## config.mk

```make
export PLATFORM = sky130hd
export DESIGN_NAME = uart_rx_framer
export DESIGN_NICKNAME = d
export VERILOG_FILES = /design/src/rtl/uart_rx_framer.sv
export SDC_FILE = /design/constraint.sdc
export NUM_CORES = 1
export LEC_CHECK = 0
export BUFFER_PORTS_ARGS = -buffer_cell sky130_fd_sc_hd__buf_2
export CAP_MARGIN = 30
export CORE_AREA = 2 2 124 126
export CTS_CLUSTER_DIAMETER = 120
export DETAILED_ROUTE_END_ITERATION = 10
export DIE_AREA = 0 0 126 128
export PLACE_DENSITY = 0.75
export SKIP_CTS_REPAIR_TIMING = 1
export SYNTH_ARGS = -nofsm -noshare
export SYNTH_HDL_FRONTEND = slang
export SYNTH_SLANG_ARGS = --single-unit
```

## constraint.sdc

```tcl
create_clock -name clk -period 2.1 [get_ports clk]
set_clock_uncertainty 0.15 [all_clocks]
set_input_delay 0.42 -clock clk [delete_from_list [all_inputs] [get_ports clk]]
set_output_delay 0.42 -clock clk [all_outputs]
set_load 0.01 [all_outputs]
```

## src/rtl/uart_rx_framer.sv

```systemverilog
// Byte-stream framer: SYNC, LEN, payload, XOR checksum. A payload is streamed
// out only after its checksum matches, so downstream never sees a bad frame.
module uart_rx_framer #(
  parameter logic [7:0] SYNC    = 8'h55,
  parameter int         MAXLEN  = 16,
  parameter int         TIMEOUT = 50000
) (
  input  logic       clk,
  input  logic       rst,
  input  logic [7:0] rx_byte,
  input  logic       rx_valid,
  output logic [7:0] m_data,
  output logic       m_valid,
  input  logic       m_ready,
  output logic       m_last,
  output logic       pkt_ok,
  output logic       err_chk,
  output logic       err_len,
  output logic       err_timeout,
  output logic       err_overrun
);

  localparam int IW = $clog2(TIMEOUT + 1);

  typedef enum logic [2:0] {S_IDLE, S_LEN, S_PAYLOAD, S_CHK, S_DRAIN} state_t;

  state_t        r_state;
  logic [7:0]    r_mem [0:15];
  logic [3:0]    r_wr_ptr;
  logic [3:0]    r_rd_ptr;
  logic [4:0]    r_len;
  logic [7:0]    r_chk;
  logic [IW-1:0] r_idle;
  logic [7:0]    r_m_data;
  logic          r_m_valid, r_m_last;
  logic          r_pkt_ok, r_err_chk, r_err_len, r_err_timeout, r_err_overrun;

  logic          w_armed, w_len_bad, w_last_wr, w_xfer, w_wr_en;
  logic [3:0]    w_rd_next, w_len_m1;

  assign w_armed   = (r_state == S_LEN) || (r_state == S_PAYLOAD) || (r_state == S_CHK);
  assign w_len_bad = (rx_byte == 8'd0) || (rx_byte > 8'(MAXLEN));
  assign w_len_m1  = 4'(r_len - 5'd1);
  assign w_last_wr = (r_wr_ptr == w_len_m1);
  assign w_xfer    = r_m_valid && m_ready;
  assign w_wr_en   = (r_state == S_PAYLOAD) && rx_valid;
  assign w_rd_next = r_rd_ptr + 4'd1;

  // Payload storage has no reset so it maps onto a RAM primitive.
  always_ff @(posedge clk) begin
    if (w_wr_en) r_mem[r_wr_ptr] <= rx_byte;
  end

  always_ff @(posedge clk) begin
    if (rst) begin
      r_state       <= S_IDLE;
      r_wr_ptr      <= '0;
      r_rd_ptr      <= '0;
      r_len         <= '0;
      r_chk         <= '0;
      r_idle        <= '0;
      r_m_data      <= '0;
      r_m_valid     <= 1'b0;
      r_m_last      <= 1'b0;
      r_pkt_ok      <= 1'b0;
      r_err_chk     <= 1'b0;
      r_err_len     <= 1'b0;
      r_err_timeout <= 1'b0;
      r_err_overrun <= 1'b0;
    end else begin
      r_pkt_ok      <= 1'b0;
      r_err_chk     <= 1'b0;
      r_err_len     <= 1'b0;
      r_err_timeout <= 1'b0;
      r_err_overrun <= 1'b0;
      // An arriving byte always beats the idle limit in the same cycle.
      if (w_armed && !rx_valid) begin
        if (r_idle == IW'(TIMEOUT - 2)) begin
          r_err_timeout <= 1'b1;
          r_idle        <= '0;
          r_state       <= S_IDLE;
        end else begin
          r_idle <= r_idle + 1'b1;
        end
      end else begin
        r_idle <= '0;
        case (r_state)
          S_IDLE: begin
            if (rx_valid && rx_byte == SYNC) r_state <= S_LEN;
          end
          S_LEN: begin
            if (w_len_bad) begin
              r_err_len <= 1'b1;
              r_state   <= S_IDLE;
            end else begin
              r_len    <= rx_byte[4:0];
              r_chk    <= rx_byte;
              r_wr_ptr <= '0;
              r_state  <= S_PAYLOAD;
            end
          end
          S_PAYLOAD: begin
            r_chk    <= r_chk ^ rx_byte;
            r_wr_ptr <= r_wr_ptr + 4'd1;
            if (w_last_wr) r_state <= S_CHK;
          end
          S_CHK: begin
            if (rx_byte == r_chk) begin
              r_pkt_ok  <= 1'b1;
              r_m_valid <= 1'b1;
              r_m_data  <= r_mem[4'd0];
              r_m_last  <= (r_len == 5'd1);
              r_rd_ptr  <= '0;
              r_state   <= S_DRAIN;
            end else begin
              r_err_chk <= 1'b1;
              r_state   <= S_IDLE;
            end
          end
          S_DRAIN: begin
            if (rx_valid) r_err_overrun <= 1'b1;
            if (w_xfer) begin
              if (r_m_last) begin
                r_m_valid <= 1'b0;
                r_m_last  <= 1'b0;
                r_state   <= S_IDLE;
              end else begin
                r_rd_ptr <= w_rd_next;
                r_m_data <= r_mem[w_rd_next];
                r_m_last <= (w_rd_next == w_len_m1);
              end
            end
          end
          default: r_state <= S_IDLE;
        endcase
      end
    end
  end

  assign m_data      = r_m_data;
  assign m_valid     = r_m_valid;
  assign m_last      = r_m_last;
  assign pkt_ok      = r_pkt_ok;
  assign err_chk     = r_err_chk;
  assign err_len     = r_err_len;
  assign err_timeout = r_err_timeout;
  assign err_overrun = r_err_overrun;

endmodule

```

Word level (Yosys, flattened, before mapping)
Memory sizes are Yosys's and may differ from the RTL's. Cells that the tools add are included.

$add $sub $neg: 4. $mul: 0. Divide/modulo/power cells: 0. Magnitude comparators: 1. Eq/ne operators: 20. Shift operators: 0. Mux-type cells: 36. Bitwise logic cells: 6. Reductions and logical operators: 23.

Operators by type and width (number): 2-to-1 mux 8 bit (4); one-hot mux 8 bit (2 select lines) (2); 2-to-1 mux 3 bit (7); adder 16 x 1 -> 16 bit (second input constant) (1); == test 16 bit (second input constant) (1); 2-to-1 mux 4 bit (4); one-hot mux 4 bit (2 select lines) (2); one-hot mux 3 bit (5 select lines) (1); AND reduction 5 bit (3); 2-to-1 mux 1 bit (13); OR reduction 3 bit (4); inequality test 3 bit (second input constant) (3); adder 4 x 1 -> 4 bit (second input constant) (2); == test 4 bit (2); == test 8 x 7 -> 1 bit (second input constant) (1); == test 8 bit (1); > comparator 8 x 5 -> 1 bit (second input constant) (1); logical NOT 8 bit (1); inequality test 2 bit (second input constant) (4); bitwise XOR 8 bit (1); == test 3 x 2 -> 1 bit (second input constant) (2); AND reduction 3 bit (2); == test 5 x 1 -> 1 bit (second input constant) (1); NOT 1 bit (5); other kinds (14) (22).

Register bits: 55. Latch bits: 0. Memory bits (writable): 128. Memory bits (read-only): 0. Bits of input ports: 12. Output and inout bits: 15. Logic and storage cells: 105. Memories kept: 1.

Memories: r_mem (words 16, bits a word 8, rd ports 2, clocked after Yosys merged registers in 0, wr ports 1, RTL line 28) `logic [7:0] r_mem [0:15];`.

Logic depth before layout (Yosys ltp)
Gate-level depths: netlist (run 1).

Depth after elaboration: 6. Mapped depth: 8. Gate-level depth less buffers: 7.

Worst setup path after synthesis (run 1)
Ideal clock, no wire load.

Path type: reg-to-reg. Start point: reg r_state[0]. End point: mem r_mem[3][0], enable pin. Library setup time: 0.383 ns. Arrival: 1.745 ns. Required time: 1.567 ns. Setup slack: -0.179 ns. Stages on the path, launching flop included: 7. Buffers on the path: 2. Period minus slack after synthesis: 2.279 ns. Cell sequence: dfxtp_1 -> buf_2 -> nor3b_1 -> and2_1 -> buf_2 -> nand2_1 -> nor3_1.

Word-level cells in the longest chain between the ends: 4.

Ends and longest elaborated chain: from (decl) (RTL line 27) `state_t r_state;`; from (signal assigned) (RTL line 56) `r_state <= S_IDLE;`; from (signal assigned) (RTL line 81) `r_state <= S_IDLE;`; from (signal assigned) (RTL line 89) `if (rx_valid && rx_byte == SYNC) r_state <= S_LEN;`; == test 3 x 2 -> 1 bit (RTL line 46) `assign w_wr_en = (r_state == S_PAYLOAD) && rx_valid;`; logical AND 1 bit (RTL line 46); 2-to-1 mux 1 bit (RTL line 51) `if (w_wr_en) r_mem[r_wr_ptr] <= rx_byte;`; 2-to-1 mux 1 bit (not written as such) (RTL line 51); to (decl) (RTL line 28).

Every way passes these cells.

Final worst setup path (run 1)
Start point: reg r_rd_ptr[1]. End point: reg r_m_data[1], in the netlist m_data[1].

Word-level cells in the longest chain between the ends: 5.

Ends and longest elaborated chain: from (decl) (RTL line 30) `logic [3:0] r_rd_ptr;`; from (signal assigned) (RTL line 128) `r_rd_ptr <= w_rd_next;`; adder 4 x 1 -> 4 bit (RTL line 47) `assign w_rd_next = r_rd_ptr + 4'd1;`; memory read (16 x 8 bit); 2-to-1 mux 8 bit (RTL line 123) `if (r_m_last) begin`; 2-to-1 mux 8 bit (RTL line 122) `if (w_xfer) begin`; one-hot mux 8 bit (2 select lines) (RTL line 87) `case (r_state)`; to (signal assigned) (RTL line 111) `r_m_data <= r_mem[4'd0];`; to (signal assigned) (RTL line 129) `r_m_data <= r_mem[w_rd_next];`; to (decl) (RTL line 34) `logic [7:0] r_m_data;`.

Every way passes these cells. The select of a mux whose other input is x is not followed. A chain may end at the register's enable or synchronous reset.

==> results of run 1 <==
==> power groups by stage <==
stage | registers [W] | clock network (W) | logic, W
final | 0.00386 | 0.00287 | 0.000261
after global routing | 0.00386 | 0.00305 | 0.000281
after CTS | 0.00386 | 0.00288 | 0.000250
after detailed placement | 0.00394 | 0 | 0.000249
after global placement | 0.00394 | 0 | 0.000238
after floorplan | 0.00394 | 0 | 0.000114
==> cell type report <==
| class | count | area, um2 | share of cell area |
|---|---|---|---|
| clock buffer | 21 | 450 | 0.0453 |
| clock inverter | 11 | 80.1 | 0.00805 |
| inverter | 8 | 30.0 | 0.00302 |
| multi-input combinational | 356 | 3140 | 0.316 |
| sequential | 183 | 4950 | 0.498 |
| tap | 188 | 235 | 0.0236 |
| timing repair buffer | 121 | 1060 | 0.107 |
==> metal layers <==
layer,vias to the layer above,track usage
met4,0,0.0892
met5,-,0
met1,2650,0.314
li1,2455,-
met2,247,0.368
met3,33,0.0572
==> path summary, 6_finish.rpt <==
kind,start,end,slack (ns),cells after the start
worst max-delay path,r_rd_ptr[1],m_data[1],-0.19,8
worst min-delay path,rx_valid,err_overrun,0.27,3
worst max register to register,r_rd_ptr[1],m_data[1],-0.19,8
worst min register to register,r_len[4],r_len[4],0.31,2
==> worst max-delay path, stage by stage (launching register included) <==
cell       delay, ns
dfxtp_1         0.41
ha_4            0.27
buf_6           0.14
mux4_1          0.18
nor2b_1         0.21
a2111oi_4       0.06
buf_4           0.14
or3_1           0.30
o32ai_1         0.30
==> flip-flops by register name (all words and copies together), names as in the netlist <==
| name | cells |
|---|---|
| err_timeout | 1 |
| r_rd_ptr | 4 |
| m_last | 1 |
| r_chk | 8 |
| err_len | 1 |
| m_valid | 1 |
| err_chk | 1 |
| r_mem | 128 |
| err_overrun | 1 |
| r_state | 3 |
| pkt_ok | 1 |
| r_len | 5 |
| m_data | 8 |
| r_idle | 16 |
| r_wr_ptr | 4 |
==> cells by family after synthesis <==
kind of cell | Yosys count
XOR/XNOR | 37
adder cells (fa/ha/maj) | 9
flip-flops | 183
AO/OA/AOI/OAI | 83
buffers and inverters | 42
multiplexers | 34
AND/OR/NAND/NOR | 192
==> cell usage after synthesis (all sizes together), types with 3 or more instances <==
master	instances
a2111oi	8
a211oi	10
a21o	3
a21oi	24
and2b	7
and3	4
and4	7
buf	22
clkbuf	12
dfxtp	55
edfxtp	128
ha	9
inv	8
mux4	32
nand2	52
nand2b	4
nand3	9
nand4	11
nor2	41
nor2b	10
nor3	14
nor4	3
nor4b	3
o211a	3
o21ai	7
o22ai	3
o32ai	12
or2	3
or3	13
or4	4
xnor2	23
xor2	14
==> stage by stage <==
step / util / worst slack [ns] / instances
finish: 0.669 / -0.187 / 888
CTS: 0.638 / -0.501 / 874
global route: 0.669 / -0.293 / 888
floorplan: - / -0.148 / 580
detailed placement: 0.602 / -0.478 / 842
global placement: 0.602 / -0.391 / 842
==> results.cfg, run 1 <==
[status]
status = finished with violations
violations = setup timing

[sta]
hold_viol_final = 0
period_share = 1.09
final.setup.worst_slack_ns = -0.187
drv_slew = 0
setup-violations-final = 8
grt_setup_unrepaired = yes
worst_pin_slew_ns = 0.848
setup_tns_ns = -0.855
fmax_mhz = 437
relSlewSlack = 0.433
hold-worst-slack_ns = 0.266
post-route-min-period_ns = 2.29

[critical_path]
cp.required_ns = 2.26
worstPathMaxFanout = 6
endpoint_kind = flop
worstPathArrival_ns = 2.45
worst_setup_path_start_kind = flop
critPathKind = flop to flop

[die]
io_pins = 27
rows = 45
die_h_um = 128
die_x_um = 126
start_util = 0.546
core-area_mm2 = 0.0149
dieArea_mm2 = 0.0161

[route]
top_layer = met4
vias = 5385
dr.pass1.iters = 5
ant_nets = 0
wl_met1_mm = 8.02
routed_wl_mm = 19.8
drc = 0
drtIter0Drc = 417
wl_met2_mm = 9.70
wl_met3_mm = 1.58
viasPerCell = 6.06
wl_per_cell_um = 22.3

[synthesis]
synth_xor_area_frac = 0.0409
synthArstFlopShare = 0
synthAdderAreaFrac = 0.0139
synth-compound-area-share = 0.0739
synth.area.top_cells = edfxtp_1 47%, dfxtp_1 14%, mux4_1 10%
muxShareOfSynthArea = 0.106
synth.avg_cell_area_um2 = 14.0
ys_ff_latch = 183
yosys_warnings = 0
yosys.area.top_type = edfxtp_1
syn_area_mm2 = 0.00811
seq_area_frac_synth = 0.609
ys_types = 61
synth-simple-area-share = 0.126
synth_edf_count = 128
synthFlopType = edfxtp_1
synth_cells = 580
synthesis.nets = 601
synth_top_area_frac = 0.474
synth_top_family_by_area = simple AND/OR/NAND/NOR gates

[power_and_ir_drop]
power.share.clock = 0.410
seqPwrFrac = 0.552
fin_total_pwr_w = 0.00699
power_switching_w = 0.00150
ir_drop_mv = 0.556
p_per_area_mw_per_mm2 = 702
intPower_w = 0.00549
p_leak_nw = 3.41
p_comb_frac = 0.037
power_switching_share = 0.214

[placed_design]
gp_congestion = 0.860
dp_hpwl_mm = 12.6
portBuffers = 26
placed_area_mm2 = 0.00895

[global_route]
grt_pass1_vias = 5242
grt-ovfl-total = 0
antenna_found_initial = 0
grtUsageTotal = 0.232
grt_max_degree = 26
grt_pass1_wl_mm = 28.1

[layout]
finalInstanceArea_mm2 = 0.00995
num-nets-final = 708
drive_gt1_frac = 0.307
insertedDiodeCount = 0
n_fill_cell = 1024
final_common_cell = edfxtp_1
layout_common_cells = 128 x edfxtp_1, 76 x buf_4, 52 x dfxtp_1
area_growth_pct = 22.6

[clock_tree]
cts_sinks = 183
clk_pin_slew_ns = 0.06
clockRootBuffer = clkbuf_16
cts_tree = yes
cts_buffers = 17
clockBufferDepth = 2
clock_latency_ns = 0.43
h-tree-depth = 4

[worst_hold_path]
min_path_type = input pin to flop

[flow_run]
max_cap_viol_count = 0
(Power assumes the default switching activity.)
==> run 2, diff against run 1 <==
--- a/config.mk
+++ b/config.mk
@@ -14,2 +14,3 @@
 export PLACE_DENSITY = 0.75
+export SETUP_SLACK_MARGIN = 0.15
 export SKIP_CTS_REPAIR_TIMING = 1
--- a/constraint.sdc
+++ b/constraint.sdc
@@ -4,2 +4,2 @@
 set_output_delay 0.42 -clock clk [all_outputs]
-set_load 0.01 [all_outputs]
+set_load 0.005 [all_outputs]
==> run 2 against run 1 <==
Against the previous run:
- routed wire length is 0.47% lower
- die area stayed put
- register-to-register slack better by 0.098 ns
- combinational power hardly changed
- largest cell class unchanged
- via count is 1.8% higher
- count of clock-buffer cells in the layout stayed put
- utilization is 0.37 points higher
- the run still ends with setup timing left
==> results.cfg, run 2 (same netlist as run 1, synthesis figures left out) <==
[die]
die_x_um = 126
die_h_um = 128
start_util = 0.546
rows = 45
io_pins = 27
dieArea_mm2 = 0.0161
core-area_mm2 = 0.0149

[layout]
insertedDiodeCount = 0
layout_common_cells = 128 x edfxtp_1, 79 x buf_4, 47 x nand2_1, 47 x dfxtp_1, 35 x nor2_1
final_common_cell = edfxtp_1
regMostFlops = r_mem
final_core_util = 0.673
num-nets-final = 711
area_growth_pct = 23.3
largest_register_ffs = 128
reg.largest.list = r_mem (128), r_idle (16)
drive_gt1_frac = 0.354

[global_route]
grt_pass1_wl_mm = 29.2
antenna_found_initial = 1
grt-ovfl-total = 0
grt_max_degree = 24
grt_pass1_vias = 5346
grtUsageTotal = 0.242

[critical_path]
worst_setup_path_start_kind = flop
worstPathMaxFanout = 6
worstPathArrival_ns = 2.34
max_stage_delay_ns = 0.55
critPathSlowestCell = mux4_2
crit_chain = buf_8, buf_6, mux4_2, nor2b_4, a2111oi_2, or3_1, o32ai_1
cp.required_ns = 2.25
ff2ff_path_depth = 7
critPathKind = flop to flop
crit_cells = 7
critPathTopFamily = multiplexers
critPathBufInv = 2
endpoint_kind = flop

[status]
status = finished with violations
violations = setup timing

[sta]
grt_setup_unrepaired = yes
drv_slew = 0
hold_viol_final = 0
relSlewSlack = 0.633
final.setup.worst_slack_ns = -0.0895
setup-violations-final = 9
post-route-min-period_ns = 2.19
worst_pin_slew_ns = 0.546
setup_tns_ns = -0.525
fmax_mhz = 457
period_share = 1.04

[route]
vias = 5482
routed_wl_mm = 19.7
drc = 0
ant_nets = 0
drtIter0Drc = 445
viasPerCell = 6.15
dr.pass1.iters = 5
wl_per_cell_um = 22.1

[clock_tree]
clock_latency_ns = 0.43
cts_sinks = 183
h-tree-depth = 4
cts_tree = yes
clockBufferDepth = 2
clockRootBuffer = clkbuf_16
clk_pin_slew_ns = 0.07
cts_buffers = 17

[placed_design]
gp_congestion = 0.903
portBuffers = 26
dp_hpwl_mm = 12.9

[power_and_ir_drop]
p_per_area_mw_per_mm2 = 703
ir_drop_mv = 0.523
p_leak_nw = 3.46

[flow_run]
max_cap_viol_count = 0

[worst_hold_path]
min_path_type = input pin to flop
min_path_cells = 2
==> run 2: report_power, final <==
group | switching (W) | leakage [nW] | internal (W) | total (W)
sequential | 0.0000101 | 1.60 | 0.00385 | 0.00386
combinational | 0.000165 | 1.60 | 0.0000936 | 0.000259
clock | 0.00134 | 0.262 | 0.00158 | 0.00291
==> run 2: path summary, 6_finish.rpt <==
path | start | to | slack (ns)
setup / recovery | r_rd_ptr[0] | m_data[6] | -0.09
hold / removal | rx_valid | err_overrun | 0.20
setup reg to reg | r_rd_ptr[0] | m_data[6] | -0.09
hold reg to reg | r_len[4] | r_len[4] | 0.32
==> run 2: through the flow <==
stage	hold WS (ns)	power, W	worst slack [ns]	area (um2)	instances
after floorplan	0.287	0.00406	0.0316	8220	580
after global placement	0.301	0.00418	-0.310	9080	848
after detailed placement	0.311	0.00419	-0.356	9080	848
after CTS	0.187	0.00705	-0.372	9610	880
after global routing	0.202	0.00721	-0.152	10000	891
final	0.204	0.00704	-0.0895	10000	891
==> run 2: final cells by class <==
class / instances / area [um2]
clock buffers: 21 / 460
clock inverters: 11 / 72.6
fillers: 1007 / 4860
inverters: 8 / 30.0
multi-input cells: 355 / 3180
flip-flops and latches: 183 / 4960
well taps: 188 / 235
repair buffers: 125 / 1060
==> run 2: metal layers <==
metal	wire [um]	GRT usage	up-vias
li1	-	-	2448
met1	7870	0.311	2729
met2	9890	0.400	258
met3	1330	0.0526	47
met4	592	0.107	0
met5	0	0	-
==> run 2: worst register-to-register path, stage by stage (launching register included) <==
cell       delay [ns]
dfxtp_4          0.37
buf_8            0.13
buf_6            0.12
mux4_2           0.55
nor2b_4          0.16
a2111oi_2        0.32
or3_1            0.17
o32ai_1          0.08
